<file path="src/rtl/ram_io_if.sv">
// ram_io_if: core request/response and cache word-port signals of the load/store adapter.
interface ram_io_if;
    logic        req_valid;
    logic        req_ready;
    logic        req_write;
    logic [1:0]  req_size;
    logic        req_signed;
    logic [31:0] req_addr;
    logic [31:0] req_wdata;
    logic        rsp_valid;
    logic [31:0] rsp_rdata;
    logic        rsp_error;
    logic [31:0] cache_address;
    logic [31:0] cache_data_in;
    logic [3:0]  cache_write_enable;
    logic [31:0] cache_data_out;
    logic        cache_data_out_ready;
    logic        cache_busy;

    modport slave (
        input  req_valid, req_write, req_size, req_signed, req_addr, req_wdata,
        input  cache_data_out, cache_data_out_ready, cache_busy,
        output req_ready, rsp_valid, rsp_rdata, rsp_error,
        output cache_address, cache_data_in, cache_write_enable
    );

    modport master (
        output req_valid, req_write, req_size, req_signed, req_addr, req_wdata,
        output cache_data_out, cache_data_out_ready, cache_busy,
        input  req_ready, rsp_valid, rsp_rdata, rsp_error,
        input  cache_address, cache_data_in, cache_write_enable
    );
endinterface

</file>
<file path="src/rtl/ram_io.sv">
// ram_io: byte/halfword/word load-store adapter onto the 32-bit cache word port.
module ram_io #(
    parameter int SETTLE_CYCLES = 1
) (
    input logic clk,
    input logic rst,
    ram_io_if.slave bus
);
    typedef enum logic [1:0] {IDLE, SETTLE, READ_WAIT, WRITE_WAIT} state_t;

    state_t      state, state_nx;
    logic [1:0]  cnt, lane, size;
    logic        sgn, wr;
    logic        accept, bad, done;
    logic [3:0]  mask;
    logic [31:0] din, ldata;
    logic [7:0]  b;
    logic [15:0] h;

    always_ff @(posedge clk) begin
        if (rst) state <= IDLE;
        else     state <= state_nx;
    end

    always_comb begin
        state_nx = state;
        case (state)
            IDLE:       state_nx = accept && !bad ? SETTLE : IDLE;
            SETTLE:     state_nx = cnt != 2'd0 ? SETTLE : wr ? WRITE_WAIT : READ_WAIT;
            READ_WAIT:  state_nx = done ? IDLE : READ_WAIT;
            WRITE_WAIT: state_nx = done ? IDLE : WRITE_WAIT;
            default:    state_nx = IDLE;
        endcase
    end

    always_comb begin
        bus.req_ready = state == IDLE && !bus.cache_busy && !rst;
    end

    always_comb begin
        accept = bus.req_valid && state == IDLE && !bus.cache_busy;
        done   = bus.cache_data_out_ready && !bus.cache_busy;
        bad    = bus.req_size == 2'b11 || (bus.req_size == 2'b01 && bus.req_addr[0]) ||
                 (bus.req_size == 2'b10 && bus.req_addr[1:0] != 2'b00);
        mask   = bus.req_size == 2'b00 ? 4'b0001 << bus.req_addr[1:0] :
                 bus.req_size == 2'b01 ? (bus.req_addr[1] ? 4'b1100 : 4'b0011) : 4'b1111;
        din    = bus.req_size == 2'b00 ? {4{bus.req_wdata[7:0]}} :
                 bus.req_size == 2'b01 ? {2{bus.req_wdata[15:0]}} : bus.req_wdata;
        b      = 8'(bus.cache_data_out >> {lane, 3'b000});
        h      = lane[1] ? bus.cache_data_out[31:16] : bus.cache_data_out[15:0];
        ldata  = size == 2'b00 ? {{24{sgn && b[7]}}, b} :
                 size == 2'b01 ? {{16{sgn && h[15]}}, h} : bus.cache_data_out;
    end

    // Errors answer straight from IDLE; cache outputs move only for legal requests.
    always_ff @(posedge clk) begin
        if (rst) begin
            bus.rsp_valid          <= 1'b0;
            bus.rsp_rdata          <= '0;
            bus.rsp_error          <= 1'b0;
            bus.cache_address      <= '0;
            bus.cache_data_in      <= '0;
            bus.cache_write_enable <= '0;
            cnt                    <= '0;
            lane                   <= '0;
            size                   <= '0;
            sgn                    <= 1'b0;
            wr                     <= 1'b0;
        end else begin
            bus.rsp_valid <= 1'b0;
            if (accept && bad) begin
                bus.rsp_valid <= 1'b1;
                bus.rsp_error <= 1'b1;
                bus.rsp_rdata <= '0;
            end else if (accept) begin
                bus.cache_address      <= {bus.req_addr[31:2], 2'b00};
                bus.cache_write_enable <= bus.req_write ? mask : 4'b0000;
                if (bus.req_write) bus.cache_data_in <= din;
                cnt  <= 2'(SETTLE_CYCLES - 1);
                lane <= bus.req_addr[1:0];
                size <= bus.req_size;
                sgn  <= bus.req_signed;
                wr   <= bus.req_write;
            end
            if (state == SETTLE && cnt != 2'd0) cnt <= cnt - 2'd1;
            if ((state == READ_WAIT || state == WRITE_WAIT) && done) begin
                bus.rsp_valid          <= 1'b1;
                bus.rsp_error          <= 1'b0;
                bus.rsp_rdata          <= state == READ_WAIT ? ldata : 32'd0;
                bus.cache_write_enable <= 4'b0000;
            end
        end
    end
endmodule

</file>
<file path="src/flat_wrapper.sv">
// flat-port wrapper written by rule: the top's interface ports become plain ports
module ram_io_flat 
#(
    parameter int SETTLE_CYCLES = 1
)
  (clk, rst, bus_req_valid, bus_req_write, bus_req_size, bus_req_signed, bus_req_addr, bus_req_wdata, bus_cache_data_out, bus_cache_data_out_ready, bus_cache_busy, bus_req_ready, bus_rsp_valid, bus_rsp_rdata, bus_rsp_error, bus_cache_address, bus_cache_data_in, bus_cache_write_enable);
  ram_io_if bus_i ();
  input logic clk;
  input logic rst;
  input wire logic [$bits(bus_i.req_valid)-1:0] bus_req_valid;
  input wire logic [$bits(bus_i.req_write)-1:0] bus_req_write;
  input wire logic [$bits(bus_i.req_size)-1:0] bus_req_size;
  input wire logic [$bits(bus_i.req_signed)-1:0] bus_req_signed;
  input wire logic [$bits(bus_i.req_addr)-1:0] bus_req_addr;
  input wire logic [$bits(bus_i.req_wdata)-1:0] bus_req_wdata;
  input wire logic [$bits(bus_i.cache_data_out)-1:0] bus_cache_data_out;
  input wire logic [$bits(bus_i.cache_data_out_ready)-1:0] bus_cache_data_out_ready;
  input wire logic [$bits(bus_i.cache_busy)-1:0] bus_cache_busy;
  output wire logic [$bits(bus_i.req_ready)-1:0] bus_req_ready;
  output wire logic [$bits(bus_i.rsp_valid)-1:0] bus_rsp_valid;
  output wire logic [$bits(bus_i.rsp_rdata)-1:0] bus_rsp_rdata;
  output wire logic [$bits(bus_i.rsp_error)-1:0] bus_rsp_error;
  output wire logic [$bits(bus_i.cache_address)-1:0] bus_cache_address;
  output wire logic [$bits(bus_i.cache_data_in)-1:0] bus_cache_data_in;
  output wire logic [$bits(bus_i.cache_write_enable)-1:0] bus_cache_write_enable;
  assign bus_i.req_valid = bus_req_valid;
  assign bus_i.req_write = bus_req_write;
  assign bus_i.req_size = bus_req_size;
  assign bus_i.req_signed = bus_req_signed;
  assign bus_i.req_addr = bus_req_addr;
  assign bus_i.req_wdata = bus_req_wdata;
  assign bus_i.cache_data_out = bus_cache_data_out;
  assign bus_i.cache_data_out_ready = bus_cache_data_out_ready;
  assign bus_i.cache_busy = bus_cache_busy;
  assign bus_req_ready = bus_i.req_ready;
  assign bus_rsp_valid = bus_i.rsp_valid;
  assign bus_rsp_rdata = bus_i.rsp_rdata;
  assign bus_rsp_error = bus_i.rsp_error;
  assign bus_cache_address = bus_i.cache_address;
  assign bus_cache_data_in = bus_i.cache_data_in;
  assign bus_cache_write_enable = bus_i.cache_write_enable;
  ram_io #(.SETTLE_CYCLES(SETTLE_CYCLES)) u_core (.clk(clk), .rst(rst), .bus(bus_i));
endmodule
</file>
<file path="config.mk">
export PLATFORM = sky130hd
export DESIGN_NAME = ram_io_flat
export DESIGN_NICKNAME = d
export VERILOG_FILES = /design/src/rtl/ram_io_if.sv /design/src/rtl/ram_io.sv /design/src/flat_wrapper.sv
export SDC_FILE = /design/constraint.sdc
export NUM_CORES = 1
export LEC_CHECK = 0
export BUFFER_PORTS_ARGS = -buffer_cell sky130_fd_sc_hd__buf_2
export CAP_MARGIN = 20
export CORE_MARGIN = 3
export CORE_UTILIZATION = 48
export DETAILED_ROUTE_END_ITERATION = 8
export PLACE_DENSITY_LB_ADDON = 0.3
export SLEW_MARGIN = 10
export SYNTH_ARGS = -nofsm -noshare
export SYNTH_HDL_FRONTEND = slang
export SYNTH_SLANG_ARGS = --single-unit
export TNS_END_PERCENT = 1
</file>
<file path="constraint.sdc">
create_clock -name clk -period 2.8 [get_ports clk]
set_clock_uncertainty 0.15 [all_clocks]
set_input_delay 0.28 -clock clk [delete_from_list [all_inputs] [get_ports clk]]
set_output_delay 0.28 -clock clk [all_outputs]
set_load 0.01 [all_outputs]
</file>
==> flow_metrics.tcl, run 1 <==
set metrics [dict create \
    hold_viol 0 \
    cp_cell_sequence "nand2_1 > or4_1 > a2111o_1 > o2bb2ai_1" \
    arrival_ns 2.50 \
    synth-main-ff-cell "dfxtp_1" \
    cts_resized 0 \
    io_buffers 205 \
    worst_slew_pin_slew_ns 0.759 \
    grt_use_total 0.256 \
    rows 35 \
    synth-xor-area-share 0 \
    die_width_um 106 \
    path_max_fanout 16 \
    synthArstFlopShare 0 \
    hold_path.class "in2reg" \
    max_slew_margin 0.494 \
    min_delay_worst_endpoint "u_core.bus.cache_data_in[6]" \
    dieHeight_um 106 \
    wl_per_cell_um 15.9 \
    synth_top_family_by_area "compound AO/OA/AOI/OAI gates" \
    required_ns 2.94 \
    vdd_ir_drop_max_mv 0.273 \
    overflow 0 \
    rrSetupSlack_ns 0.44 \
    cts_tree "yes" \
    p_per_area_nw_per_um2 469 \
    start_kind "register" \
    maxCapViolations 0 \
    drc_errors 0 \
    htree_levels 3 \
    drive_above_1_share 0.312 \
    setup_viol 0 \
    nets 890 \
    drt_iter0_drc 308 \
    top_layer "met4" \
    vias_per_cell 5.41 \
    critPathTopFamily "compound AO/OA/AOI/OAI gates" \
    cp-end-kind "register" \
    fillers 822 \
    synth.avg_cell_area_um2 8.38 \
    first_global_vias 4925 \
    firstDrtPassIters 5 \
    dr_wl_met3_um 1170 \
    grt_max_degree 75 \
    multi_input_area_um2 2370 \
    met2_length_um 7060 \
    dpl.hpwl_um 10200 \
    synth_warnings 0 \
    max_freq_mhz 424 \
    synthCells 572 \
    rsz0062_at_grt "false" \
    reg2reg_depth 4 \
    root_buffer "clkbuf_8" \
    min_period_over_period 0.843 \
    antenna_found_initial 0 \
    ant_nets 0 \
    reg2reg_to "u_core.bus.rsp_rdata[19]" \
    cpMaxStageDelayCell "a2111o_1" \
    drt_wl_total_um 14600 \
    area_growth_pct 33.5 \
    status "complete, no violations" \
    n_antenna_cell 0 \
    num_io_pins 208 \
    ctsHoldBuffers 31 \
    cts_made_buffers 9 \
    ff_latch_area_um2 2200 \
    critPathBufInv 0 \
    core_area_um2 9460 \
    slew_viol_final 0 \
    worstSkewPairLatency_ns 0.36 \
    worstSetupPathType "reg2reg" \
    synth-edff-count 0 \
    m1WireLength_um 5840 \
    synth_compound_area_frac 0.230 \
    leakage_nw 2.83 \
    final.setup.tns_ns 0 \
    hp-start "bus_req_wdata[6]" \
    die-area_um2 11200 \
    synth.distinct_cells 41 \
    vias 4964 \
    synth_seq_cells 110 \
    synth_fa_ha_area_frac 0.00261 \
    min_period_ns 2.36 \
    hold-path-cell-count 3 \
    clock_sinks 110 \
    path_clk_slew_ns 0.11 \
    grt_pass1_wl_um 23500 \
    gp_congestion 0.889 \
    place_inst 871 \
    synth-simple-area-share 0.190 \
    synth_area_um2 4790 \
    instances_no_fill 918 \
    critPathMaxStageDelay_ns 0.69 \
    r2r-start "u_core.state[1]" \
    clockBufferDepth 2 \
    synthMuxAreaShare 0.0679 \
    start_util 0.506 \
    cts_setup_buffers 0 \
    yosysSeqAreaShare 0.460 \
]
[power breakdown]
part	switching, W	leakage (nW)	internal [W]	total [W]
combinational	0.000238	1.85	0.000196	0.000435
sequential	0.0000221	0.890	0.00160	0.00162
clock	0.000575	0.0914	0.000363	0.000938
[through the flow]
step	util	instance area (um2)	setup WS [ns]	hold WS (ns)	power (W)
after floorplan	-	4790	0.797	0.266	0.00187
final	0.676	6390	0.440	0.0228	0.00300
after global placement	0.623	5890	0.543	0.287	0.00204
after global routing	0.676	6390	0.301	0.0405	0.00313
after detailed placement	0.623	5890	0.465	0.292	0.00205
after CTS	0.676	6390	0.436	0.0145	0.00301
[sequential cells by signal (all words and copies together), names as in the netlist, 2 cells and up]
register and flops:
u_core.bus.cache_data_in 32, u_core.bus.rsp_rdata 32, u_core.state 2, u_core.lane 2
u_core.bus.cache_write_enable 4, u_core.bus.cache_address 30, u_core.cnt 2, u_core.size 2
[worst max path at each step]
stage | from | endpoint | slack [ns] | depth (start not counted)
CTS | u_core.state[1] | u_core.bus.rsp_rdata[19] | 0.44 | 4
global placement | bus_cache_busy | u_core.bus.rsp_rdata[17] | 0.54 | 4
floorplan | u_core.state[1] | u_core.bus.rsp_rdata[22] | 0.80 | 6
detailed placement | bus_cache_busy | u_core.bus.rsp_rdata[19] | 0.47 | 4
finish | u_core.state[1] | u_core.bus.rsp_rdata[19] | 0.44 | 4
global route | u_core.state[1] | u_core.bus.rsp_rdata[18] | 0.30 | 4
[synthesized netlist by cell type, types with 3 or more instances]
cell / instances / share of area
nand2b_1: 6 / 0.0078
mux2i_1: 19 / 0.040
a22o_1: 10 / 0.018
a221o_1: 6 / 0.013
a311oi_1: 8 / 0.015
inv_1: 9 / 0.0071
o2bb2ai_1: 22 / 0.040
nand2_1: 122 / 0.096
nor2_1: 31 / 0.024
o21ai_0: 21 / 0.022
nor2b_1: 28 / 0.037
a211oi_1: 8 / 0.013
a21oi_1: 69 / 0.072
clkbuf_1: 43 / 0.034
buf_2: 3 / 0.0031
nor3_1: 10 / 0.010
mux4_2: 6 / 0.028
o22ai_1: 15 / 0.020
dfxtp_1: 110 / 0.46
[cell usage in the layout (no fill, tap or decap), types with 2 or more instances in the layout]
cell type and instances:
a211oi_1 8, a21oi_1 69, a221o_1 6, a22o_1 10
a311oi_1 8, buf_2 205, buf_4 14, clkbuf_8 10
clkinvlp_4 2, conb_1 2, dfxtp_1 110, dlygate4sd3_1 31
inv_1 9, inv_6 2, mux2i_1 19, mux4_2 6
nand2_1 122, nand2b_1 6, nor2_1 30, nor2b_1 28
nor3_1 10, nor3b_1 2, o21ai_0 21, o21bai_1 2
o22ai_1 15, o2bb2ai_1 22
[layout make-up]
type,instances,share of cell area
multi-input combinational,404,0.370
sequential,110,0.344
timing repair buffer,250,0.225
tap,129,0.0252
clock buffer,10,0.0215
clock inverter,6,0.00822
inverter,9,0.00528
[kinds of logic after synthesis]
group / Yosys count
AO/OA/AOI/OAI: 170
buffers and inverters: 59
adder cells (fa/ha/maj): 1
flip-flops: 110
multiplexers: 25
other: 1
AND/OR/NAND/NOR: 206
[metal layers]
metal,vias to the layer above,track usage
met4,0,0.111
met3,40,0.0553
met2,246,0.442
met5,-,0
met1,2255,0.308
li1,2423,-
[worst min-delay path: stages]
cell,delay (ns)
buf_2,0.12
nand2_1,0.05
a21oi_1,0.05
(Power assumes the default switching activity.)
==> run 2: changes to the inputs <==
==> constraint.sdc (replaced) <==
create_clock -name clk -period 2.2 [get_ports clk]
set_clock_uncertainty 0.15 [all_clocks]
set_input_delay 0.22 -clock clk [delete_from_list [all_inputs] [get_ports clk]]
set_output_delay 0.22 -clock clk [all_outputs]
set_load 0.01 [all_outputs]
==> run 2 against run 1 <==
  * Combinational power up 40%
  * Maximum frequency is 15% higher
  * Die area stayed put
  * Power grew 28%
  * Sequential power rose by 28%
  * Worst hold slack got worse by 0.013 ns
  * Flip-flop and latch count stayed put
  * First-iteration DRC count down 1.3%
  * Sequential share of layout area down 1.8 points
  * Setup slack lost 0.30 ns
  * Non-clock buffer count grew 32
  * Via count grew 2.7%
  * Largest power group unchanged
==> flow_metrics.tcl, run 2 (synthesis results as in run 1) <==
set metrics [dict create \
    core_area_um2 9460 \
    worstSkewPairLatency_ns 0.36 \
    drive_above_1_share 0.307 \
    required_ns 2.30 \
    arrival_ns 2.15 \
    reg2reg_depth 5 \
    leakage_nw 2.99 \
    rows 35 \
    dpl-instance-area_um2 5970 \
    start_util 0.506 \
    nets 922 \
    vdd_ir_drop_max_mv 0.427 \
    grt_max_degree 53 \
    dp_slack_ns -0.0232 \
    setup_viol 0 \
    clock_sinks 110 \
    status "complete, no violations" \
    root_buffer "clkbuf_8" \
    hold-path-cell-count 3 \
    hold_viol 0 \
    cts_tree "yes" \
    r2r-start "u_core.state[1]" \
    vias_per_cell 5.37 \
    dieHeight_um 106 \
    reg_top3 "u_core.bus.cache_data_in x32, u_core.bus.rsp_rdata x32, u_core.bus.cache_address x30" \
    antenna_found_initial 0 \
    final_cell_mix "buf_2, nand2_1, dfxtp_1" \
    p_per_area_nw_per_um2 568 \
    rrSetupSlack_ns 0.14 \
    fillers 727 \
    hp-start "bus_cache_data_out[24]" \
    vias 5098 \
    first_global_vias 5026 \
    hold_path.class "in2reg" \
    setup_ws_ns 0.144 \
    die_width_um 106 \
    grt_pass1_wl_um 24400 \
    start_kind "register" \
    max_freq_mhz 486 \
    min_period_over_period 0.934 \
    htree_levels 3 \
    io_buffers 205 \
    clockBufferDepth 2 \
    reg2reg_to "u_core.bus.rsp_rdata[27]" \
    final_common_cell "buf_2" \
    critPathMaxStageDelay_ns 0.49 \
    holdWs_ns 0.00973 \
    cpMaxStageDelayCell "nor4b_2" \
    grt_use_total 0.266 \
    firstDrtPassIters 6 \
    overflow 0 \
    fin_area_um2 6750 \
    min_period_ns 2.06 \
    maxCapViolations 0 \
    num_io_pins 208 \
    cp_cell_sequence "nor4b_2 > nor3b_2 > nor2_4 > buf_4 > o2bb2ai_1" \
    path_max_fanout 23 \
    drt_iter0_drc 304 \
    drc_errors 0 \
    min_delay_worst_endpoint "u_core.bus.rsp_rdata[24]" \
    instances_no_fill 949 \
    fin_util 0.714 \
    dpl.hpwl_um 10200 \
    die-area_um2 11200 \
    rsz0062_at_grt "false" \
    area_growth_pct 40.9 \
    worstSetupPathType "reg2reg" \
    max_slew_margin 0.583 \
    slew_viol_final 0 \
    wl_per_cell_um 15.9 \
    worst_slew_pin_slew_ns 0.625 \
    gp_congestion 0.845 \
    ant_nets 0 \
    cts_made_buffers 9 \
    drt_wl_total_um 15100 \
    path_clk_slew_ns 0.11 \
    cp-end-kind "register" \
    place_inst 876 \
    n_antenna_cell 0 \
]
## run 2: per-stage QoR
stage / TNS [ns] / power [W]
3_5_place_dp: -0.122 / 0.00262
6_report: 0 / 0.00384
2_1_floorplan: 0 / 0.00238
4_1_cts: 0 / 0.00384
5_1_grt: 0 / 0.00401
3_3_place_gp: 0 / 0.00261
## run 2: metal layers
| metal | wire [um] | global-route usage | vias up |
|---|---|---|---|
| li1 | - | - | 2486 |
| met1 | 6070 | 0.324 | 2325 |
| met2 | 7380 | 0.458 | 250 |
| met3 | 1220 | 0.0625 | 37 |
| met4 | 437 | 0.0962 | 0 |
| met5 | 0 | 0 | - |
## run 2: where the power goes
part	internal [W]	switching [W]
Clock	0.000452	0.000710
Sequential	0.00204	0.0000284
Combinational	0.000293	0.000316
Total	0.00278	0.00105
## run 2: area by class of cell
class / count / area, um2 / share of cell area
clock buffers: 10 / 138 / 0.0204
clock inverters: 5 / 45.0 / 0.00667
inverters: 9 / 33.8 / 0.00500
multi-input cells: 404 / 2380 / 0.353
flip-flops and latches: 110 / 2200 / 0.326
well taps: 129 / 161 / 0.0239
repair buffers: 282 / 1790 / 0.265
## run 2: worst max path at each step
stage,startpoint,to,slack (ns)
floorplan,u_core.state[1],u_core.bus.rsp_rdata[22],0.20
global placement,bus_req_addr[0],u_core.bus.rsp_rdata[29],0.03
detailed placement,u_core.state[1],u_core.bus.rsp_rdata[28],-0.02
CTS,u_core.state[1],u_core.bus.rsp_rdata[19],0.05
global route,u_core.state[1],u_core.bus.rsp_rdata[3],0.002
finish,u_core.state[1],u_core.bus.rsp_rdata[27],0.14
## run 2: timing repair
| item | in CTS | in global routing |
|---|---|---|
| hold endpoints to repair | 59 | 1 |
| hold buffers | 57 | 1 |
| endpoints found under the setup margin | 10 | 25 |
| gates resized for setup | 1 | 3 |
| setup buffers | 0 | 0 |
## run 2: critical path, delay by kind of cell, from the launching register on
kind,cells,cell delay [ns]
simple gates,3,1.07
flops,1,0.38
buf+inv,1,0.22
compound gates,1,0.12
